**config.mk**
```make
export PLATFORM = sky130hd
export DESIGN_NAME = exhaustive_vector_sequencer
export DESIGN_NICKNAME = d
export VERILOG_FILES = /design/src/rtl/exhaustive_vector_sequencer.sv
export SDC_FILE = /design/constraint.sdc
export NUM_CORES = 1
export LEC_CHECK = 0
export BUFFER_PORTS_ARGS = -buffer_cell sky130_fd_sc_hd__buf_2
export CELL_PAD_IN_SITES_DETAIL_PLACEMENT = 1
export CELL_PAD_IN_SITES_GLOBAL_PLACEMENT = 2
export CORE_MARGIN = 2
export CORE_UTILIZATION = 35
export DETAILED_ROUTE_END_ITERATION = 16
export PLACE_DENSITY_LB_ADDON = 0.1
export SLEW_MARGIN = 25
export SYNTH_ARGS = -nofsm -noshare
export SYNTH_HDL_FRONTEND = slang
export SYNTH_SLANG_ARGS = --single-unit
export TNS_END_PERCENT = 30
```
**constraint.sdc**
```tcl
create_clock -name CK -period 1.7 [get_ports CK]
set_input_delay 0.17 -clock CK [delete_from_list [all_inputs] [get_ports CK]]
set_output_delay 0.17 -clock CK [all_outputs]
set_load 0.02 [all_outputs]
```
**src/rtl/exhaustive_vector_sequencer.sv**
```systemverilog
// Exhaustive stimulus sequencer: sweeps every input vector, samples the DUT
// response after a settle delay, streams records and folds them into a MISR.
module exhaustive_vector_sequencer #(
    parameter int                   N_WIDTH       = 3,
    parameter int                   OUT_WIDTH     = 1,
    parameter int                   SETTLE_CYCLES = 1,
    parameter int                   SIG_WIDTH     = 16,
    parameter logic [SIG_WIDTH-1:0] SIG_POLY      = 16'h1021,
    parameter logic [SIG_WIDTH-1:0] SIG_SEED      = 16'h0000
) (
    input  logic                 CK,
    input  logic                 reset,
    input  logic                 start,
    output logic [N_WIDTH-1:0]   vec_out,
    input  logic [OUT_WIDTH-1:0] dut_resp,
    output logic                 rec_valid,
    input  logic                 rec_ready,
    output logic [N_WIDTH-1:0]   rec_vec,
    output logic [OUT_WIDTH-1:0] rec_resp,
    output logic                 busy,
    output logic                 done,
    output logic [SIG_WIDTH-1:0] signature,
    output logic [N_WIDTH:0]     ones_count
);

    localparam int CW = (SETTLE_CYCLES > 1) ? $clog2(SETTLE_CYCLES) : 1;
    localparam logic [N_WIDTH-1:0] LAST_VEC = '1;

    typedef enum logic [2:0] {
        S_IDLE,
        S_APPLY,
        S_SETTLE,
        S_CAPTURE,
        S_DONE
    } state_t;

    state_t                 state_q;
    logic [N_WIDTH-1:0]     idx_q;
    logic [CW-1:0]          cnt_q;
    logic [N_WIDTH-1:0]     vec_q;
    logic                   valid_q;
    logic [N_WIDTH-1:0]     rvec_q;
    logic [OUT_WIDTH-1:0]   rresp_q;
    logic                   busy_q;
    logic                   done_q;
    logic [SIG_WIDTH-1:0]   sig_q;
    logic [N_WIDTH:0]       ones_q;

    logic [SIG_WIDTH-1:0]   sig_d;
    logic [N_WIDTH:0]       ones_d;

    // Serial MISR step with the current response folded into the low bits
    always_comb begin
        sig_d = {sig_q[SIG_WIDTH-2:0], 1'b0}
              ^ (sig_q[SIG_WIDTH-1] ? SIG_POLY : '0)
              ^ SIG_WIDTH'(dut_resp);
        ones_d = ones_q + {{N_WIDTH{1'b0}}, dut_resp[0]};
    end

    always_ff @(posedge CK or posedge reset) begin
        if (reset) begin
            state_q <= S_IDLE;
            idx_q   <= '0;
            cnt_q   <= '0;
            vec_q   <= '0;
            valid_q <= 1'b0;
            rvec_q  <= '0;
            rresp_q <= '0;
            busy_q  <= 1'b0;
            done_q  <= 1'b0;
            sig_q   <= SIG_SEED;
            ones_q  <= '0;
        end else begin
            case (state_q)
                S_IDLE, S_DONE: begin
                    if (start) begin
                        idx_q   <= '0;
                        sig_q   <= SIG_SEED;
                        ones_q  <= '0;
                        done_q  <= 1'b0;
                        busy_q  <= 1'b1;
                        state_q <= S_APPLY;
                    end
                end
                S_APPLY: begin
                    vec_q   <= idx_q;
                    cnt_q   <= CW'(SETTLE_CYCLES - 1);
                    state_q <= S_SETTLE;
                end
                S_SETTLE: begin
                    if (cnt_q == '0) begin
                        rresp_q <= dut_resp;
                        rvec_q  <= idx_q;
                        sig_q   <= sig_d;
                        ones_q  <= ones_d;
                        valid_q <= 1'b1;
                        state_q <= S_CAPTURE;
                    end else begin
                        cnt_q <= cnt_q - CW'(1);
                    end
                end
                S_CAPTURE: begin
                    // Record is frozen until the logger takes it
                    if (rec_ready) begin
                        valid_q <= 1'b0;
                        if (idx_q == LAST_VEC) begin
                            busy_q  <= 1'b0;
                            done_q  <= 1'b1;
                            state_q <= S_DONE;
                        end else begin
                            idx_q   <= idx_q + N_WIDTH'(1);
                            state_q <= S_APPLY;
                        end
                    end
                end
                default: state_q <= S_IDLE;
            endcase
        end
    end

    assign vec_out    = vec_q;
    assign rec_valid  = valid_q;
    assign rec_vec    = rvec_q;
    assign rec_resp   = rresp_q;
    assign busy       = busy_q;
    assign done       = done_q;
    assign signature  = sig_q;
    assign ones_count = ones_q;

endmodule

```
# --- Word level (Yosys, flattened, before mapping) ---
# Index checks and enable logic that the tools add are counted.
classes:
  mul: 0
  reduce_logical: 12
  n_lt_le_gt_ge: 0
  addsub: 3
  eq_ne: 10
  shift: 0
  mux: 29
  div_mod_pow: 0
  bitwise: 3
op_table:
  columns: ["cell", "count"]
  rows:
  - ["$mux 16", 2]
  - ["$pmux 16 s2", 1]
  - ["$mux 3", 7]
  - ["$xor 16x1->16", 1]
  - ["$xor 16x13->16", 1]
  - ["$mux 13", 1]
  - ["$pmux 3 s4", 1]
  - ["$ne 2x2->1 const B", 5]
  - ["$mux 1", 9]
  - ["$reduce_and 3->1", 3]
  - ["$mux 4", 2]
  - ["$pmux 1 s2", 4]
  - ["$pmux 4 s2", 1]
  - ["$reduce_and 4->1", 2]
  - ["$reduce_bool 2->1", 4]
  - ["$eq 3x2->1 const B", 2]
  - ["$eq 3x3->1 const B", 2]
  - ["$pmux 3 s2", 1]
  - ["$add 4x1->4", 1]
  - ["$add 3x1->3 const B", 1]
  - ["$eq 3x1->1 const B", 1]
  - ["$logic_not 3->1", 1]
  - ["$reduce_and 2->1", 1]
  - ["$reduce_or 2->1", 1]
  - ["2 further kinds", 2]
word_totals:
  reg_bits: 37
  memories: 0
  latchBits: 0
  mem_bits_ro: 0
  wordCells: 68
  output_inout_bits: 30
  in_bits: 5
  ram_bits: 0

# --- Logic depth before layout (Yosys ltp) ---
logic_depth:
  depth_word: 5
  ltp_mapped: 5
  mapped_depth_nobuf: 4

# --- Worst setup path before layout ---
# Ideal clock, no wire load.
synth_timing:
  kind: "register to register"
  start: "register idx_q[0]"
  end: "register idx_q[0]"
  path_stages_with_launch: 6
  setup_time_ns: 0.079
  path_slack_ns: 0.260
  period_less_slack_ns: 1.440
  t_arrival_ns: 1.361
  t_required_ns: 1.621
  path_buffers: 1
  cell_sequence: "dfrtp_1 > ha_1 > ha_1 > and4b_1 > clkbuf_1 > mux2i_1"
synth_between:
  elab_chain_len: 4
  word_cells_on_any_way: 7
  cone_classes: "add/sub (1); eq/ne (2); mux (3); reduce/logical (1)"
synth_rtl:
  columns: ["element", "line", "text"]
  rows:
  - ["start, declared", "38", "logic [N_WIDTH-1:0] idx_q;"]
  - ["start signal, assigned", "111", "idx_q <= idx_q + N_WIDTH'(1);"]
  - ["$add 3x1->3", "111", null]
  - ["$mux 3", "106", "if (idx_q == LAST_VEC) begin"]
  - ["$mux 3", "104", "if (rec_ready) begin"]
  - ["$pmux 3 s2", "74", "case (state_q)"]
# Parallel ways exist; a longest one is shown, timed or not. The select of a mux whose other input is x is not followed.
# A chain may end at the register's enable or synchronous reset.

# --- Worst setup path in the final report ---
layout_timing:
  start: "register state_q[0]"
  end: "register vec_q[2], in the netlist vec_out[2]"
layout_between:
  elab_chain_len: 1
layout_rtl:
  columns: ["element", "line", "text"]
  rows:
  - ["start, declared", "37", "state_t state_q;"]
  - ["start signal, assigned", "62", "state_q <= S_IDLE;"]
  - ["start signal, assigned", "82", "state_q <= S_APPLY;"]
  - ["start signal, assigned", "88", "state_q <= S_SETTLE;"]
  - ["$eq 3x1->1", "74", null]
  - ["end signal, assigned", "86", "vec_q <= idx_q;"]
  - ["end, declared", "40", "logic [N_WIDTH-1:0] vec_q;"]
# No other way between the ends.

==> out/metrics.yaml <==
place:
  placed_cells: 192
  port_buffers: 34
  place_area_um2: 1720
  dp_hpwl_um: 2230
  gp_congestion: 0.666
floorplanning:
  num_io_pins: 35
  coreArea_um2: 4060
  die_w_um: 69.5
  initial_core_util_pct: 37.0
  die_area_um2: 4830
  rows: 23
  die_y_um: 69.5
logic_synthesis:
  seq_area_frac_synth_pct: 60.0
  synth_area_leader_cell: "dfrtp_1"
  synth_seq_cells: 36
  syn_area_per_cell_um2: 13.5
  synth_fa_ha_area_share_pct: 3.33
  synth_compound_area_share_pct: 14.9
  synth_top_area_share_pct: 60.0
  synthSimpleGateAreaFrac_pct: 7.92
  synth_xor_area_share_pct: 2.33
  muxShareOfSynthArea_pct: 7.25
  syn-cell-area_um2: 1500
  synth.area.top_cells: "dfrtp_1, a22o_1, mux2_1"
  syn_nets: 120
  synthCells: 111
  synth_cell_types: 27
  yosys_warnings: 0
  synth_top_family_by_area: "compound AO/OA/AOI/OAI gates"
worst_setup_path:
  path_class: "register to register"
  path_buf_inv: 0
  rr_worst_depth: 3
  worstPathCellList: "nor2b_1 -> nor2b_1 -> mux2_1"
  start_kind: "register"
  cp.arrival_ns: 1.69
  crit_fanout: 8
  critPathSlowestCell: "dfrtp_1"
  worstReg2RegStart: "state_q[0]$_DFFE_PP0P_"
  regToRegEndpoint: "vec_out[2]$_DFFE_PP0P_"
  cp_top_family: "simple AND/OR/NAND/NOR gates"
  path_common_cell: "nor2b_1"
  slowest_delay_ns: 0.51
  rrSetupSlack_ns: 0.18
  endpoint_kind: "register"
  crit_required_ns: 1.87
pwr:
  p_per_area_nw_per_um2: 2040
  peakVddDrop_mv: 0.863
  p_seq_share_pct: 41.4
  p_leak_uw: 0.000974
  p_int_uw: 2200
  pwr-share-clk_pct: 16.9
  p_sw_share_pct: 40.7
  p_comb_share_pct: 41.7
  p_switching_uw: 1510
global_route:
  grt_remaining_overflow: 0
  grt_usage_pct: 14.9
  grt_max_degree: 37
  grt_pass1_wl_um: 5620
  grt_pass1_vias: 1118
  antenna_found_initial: 0
detailed_routing:
  first_pass_iters: 4
  dr_wl_met3_um: 163
  highest_layer: "met4"
  ant_nets: 0
  met1_length_um: 1550
  vias_per_cell: 5.14
  drt_iter0_markers: 64
  vias: 1034
  wl_per_cell_um: 15.9
  post-route-drc-count: 0
  wl_met2_um: 1470
  routed_wl_um: 3200
cts:
  post_cts.repair.setup_buffers: 0
  cts_root_buffer: "clkbuf_8"
  cts_sinks: 36
  clk_pin_slew_ns: 0.07
  cts.hold.buffers_added: 1
  cts_tree: "done"
  post_cts_resized: 0
  clk_latency_ns: 0.29
  ctsLongestPathBuffers: 2
  numCtsBuffers: 5
  cts_max_level: 2
timing:
  worst-slew-pin-transition_ns: 0.455
  min_period_ns: 1.52
  fin_tns_setup_ns: 0
  final_max_slew_viol_count: 0
  slew_headroom_pct: 69.7
  min_period_over_period_pct: 89.5
  rsz0062_at_grt: "no"
  setup-violations-final: 0
  max_freq_ghz: 0.657
  finalHoldViolCount: 0
  fin_skew_ns: 0.00512
status:
  status: "finished, final reports clean"
min_path:
  min_path_cells: 2
  hold_path_end: "state_q[2]$_DFFE_PP0P_"
  min_path_type: "input port to register"
  hp-start: "start"
flow_run:
  drv_cap: 0
final_layout:
  num_antenna_cells: 0
  drive_gt1_share_pct: 29.8
  regArea_um2: 901
  fillers: 445
  nets: 159
  multiInputGateArea_um2: 537
  syn_to_final_growth_pct: 21.2
  postLayoutCellArea_um2: 1820
  fin_cells: 201
==> sequential cells by signal, summed over array words and instances, names as in the netlist <==
signal      flops
rec_valid       1
rec_resp        1
signature      16
vec_out         3
ones_count      4
state_q         3
busy            1
rec_vec         3
idx_q           3
done            1
==> worst max-delay path by stage <==
stage / from / depth (start not counted) / to / slack [ns]
4_1_cts: state_q[0]$_DFFE_PP0P_ / 3 / vec_out[2]$_DFFE_PP0P_ / 0.16
3_5_place_dp: idx_q[0]$_DFFE_PP0P_ / 4 / idx_q[1]$_DFFE_PP0P_ / 0.19
3_3_place_gp: idx_q[0]$_DFFE_PP0P_ / 4 / idx_q[1]$_DFFE_PP0P_ / 0.22
2_1_floorplan: idx_q[0]$_DFFE_PP0P_ / 5 / idx_q[0]$_DFFE_PP0P_ / 0.26
5_1_grt: idx_q[0]$_DFFE_PP0P_ / 4 / idx_q[0]$_DFFE_PP0P_ / 0.08
6_report: state_q[0]$_DFFE_PP0P_ / 3 / vec_out[2]$_DFFE_PP0P_ / 0.18
==> power by group through the flow <==
stage                     sequential [uW]  clock (uW)  combinational [uW]
final                                1540         626                1550
after CTS                            1540         652                1580
after floorplan                      1820           0                 788
after global placement               1520           0                1530
after detailed placement             1550           0                1570
after global routing                 1600         695                1710
==> metrics by stage <==
step | setup slack [ns] | total power [uW] | hold WS [ns] | utilization (%)
CTS | 0.164 | 3780 | 0.0774 | 44.8
global route | 0.0766 | 4000 | 0.0744 | 44.8
floorplan | 0.260 | 2610 | 0.254 | -
global placement | 0.215 | 3050 | 0.295 | 42.4
finish | 0.178 | 3710 | 0.0819 | 44.8
detailed placement | 0.190 | 3120 | 0.316 | 42.4
==> metal layers <==
metal / up-vias / track usage [%]
li1: 478 / -
met1: 523 / 20.1
met2: 28 / 21.8
met3: 5 / 5.52
met4: 0 / 5.23
met5: - / 0
==> cell usage in the layout (no fill, tap or decap), types with 2 or more instances in the layout <==
master    synthesis  routed
nor2b_1           3       3
buf_2             3      34
mux2i_1           3       3
inv_1             5       5
o21ai_0           2       2
clkbuf_1          2       2
a22o_1           19      19
nand2_1           5       5
a21o_1            2       2
clkbuf_8          0       6
nand2b_1          2       2
xor2_1            3       3
ha_1              4       4
buf_4             0       4
nand3_1           2       2
mux2_1            7       7
dfrtp_1          36      36
==> synth_stat cells <==
cell type	n
a21boi_1	1
a21o_1	2
a221o_1	1
a22o_1	19
a31oi_1	1
and3_1	1
and3b_1	1
and4b_1	1
buf_2	3
buf_6	2
clkbuf_1	2
dfrtp_1	36
ha_1	4
inv_1	5
mux2_1	7
mux2i_1	3
nand2_1	5
nand2b_1	2
nand3_1	2
nand4_1	1
nor2b_1	3
nor3b_4	1
o21ai_0	2
o41ai_1	1
or3b_1	1
xnor2_1	1
xor2_1	3
==> kinds of logic (layout without fill, tap and decap cells) <==
group	after synthesis	in the layout
flops	36	36
simple gates	18	18
fa+ha+maj	4	4
mux	10	10
buf+inv	12	52
compound gates	27	27
xor+xnor	4	4
==> cell type report <==
type	instances	area share (%)
Clock buffer	8	4.95
Inverter	5	1.03
Multi-Input combinational cell	63	29.5
Sequential cell	36	49.5
Tap cell	50	3.44
Timing Repair Buffer	39	11.6
==> worst register-to-register path, delay by kind of cell (launching register included) <==
| family | cells | cell delay [ns] |
|---|---|---|
| simple gates | 2 | 0.54 |
| flops | 1 | 0.51 |
| mux | 1 | 0.36 |
(Power assumes the default switching activity.)
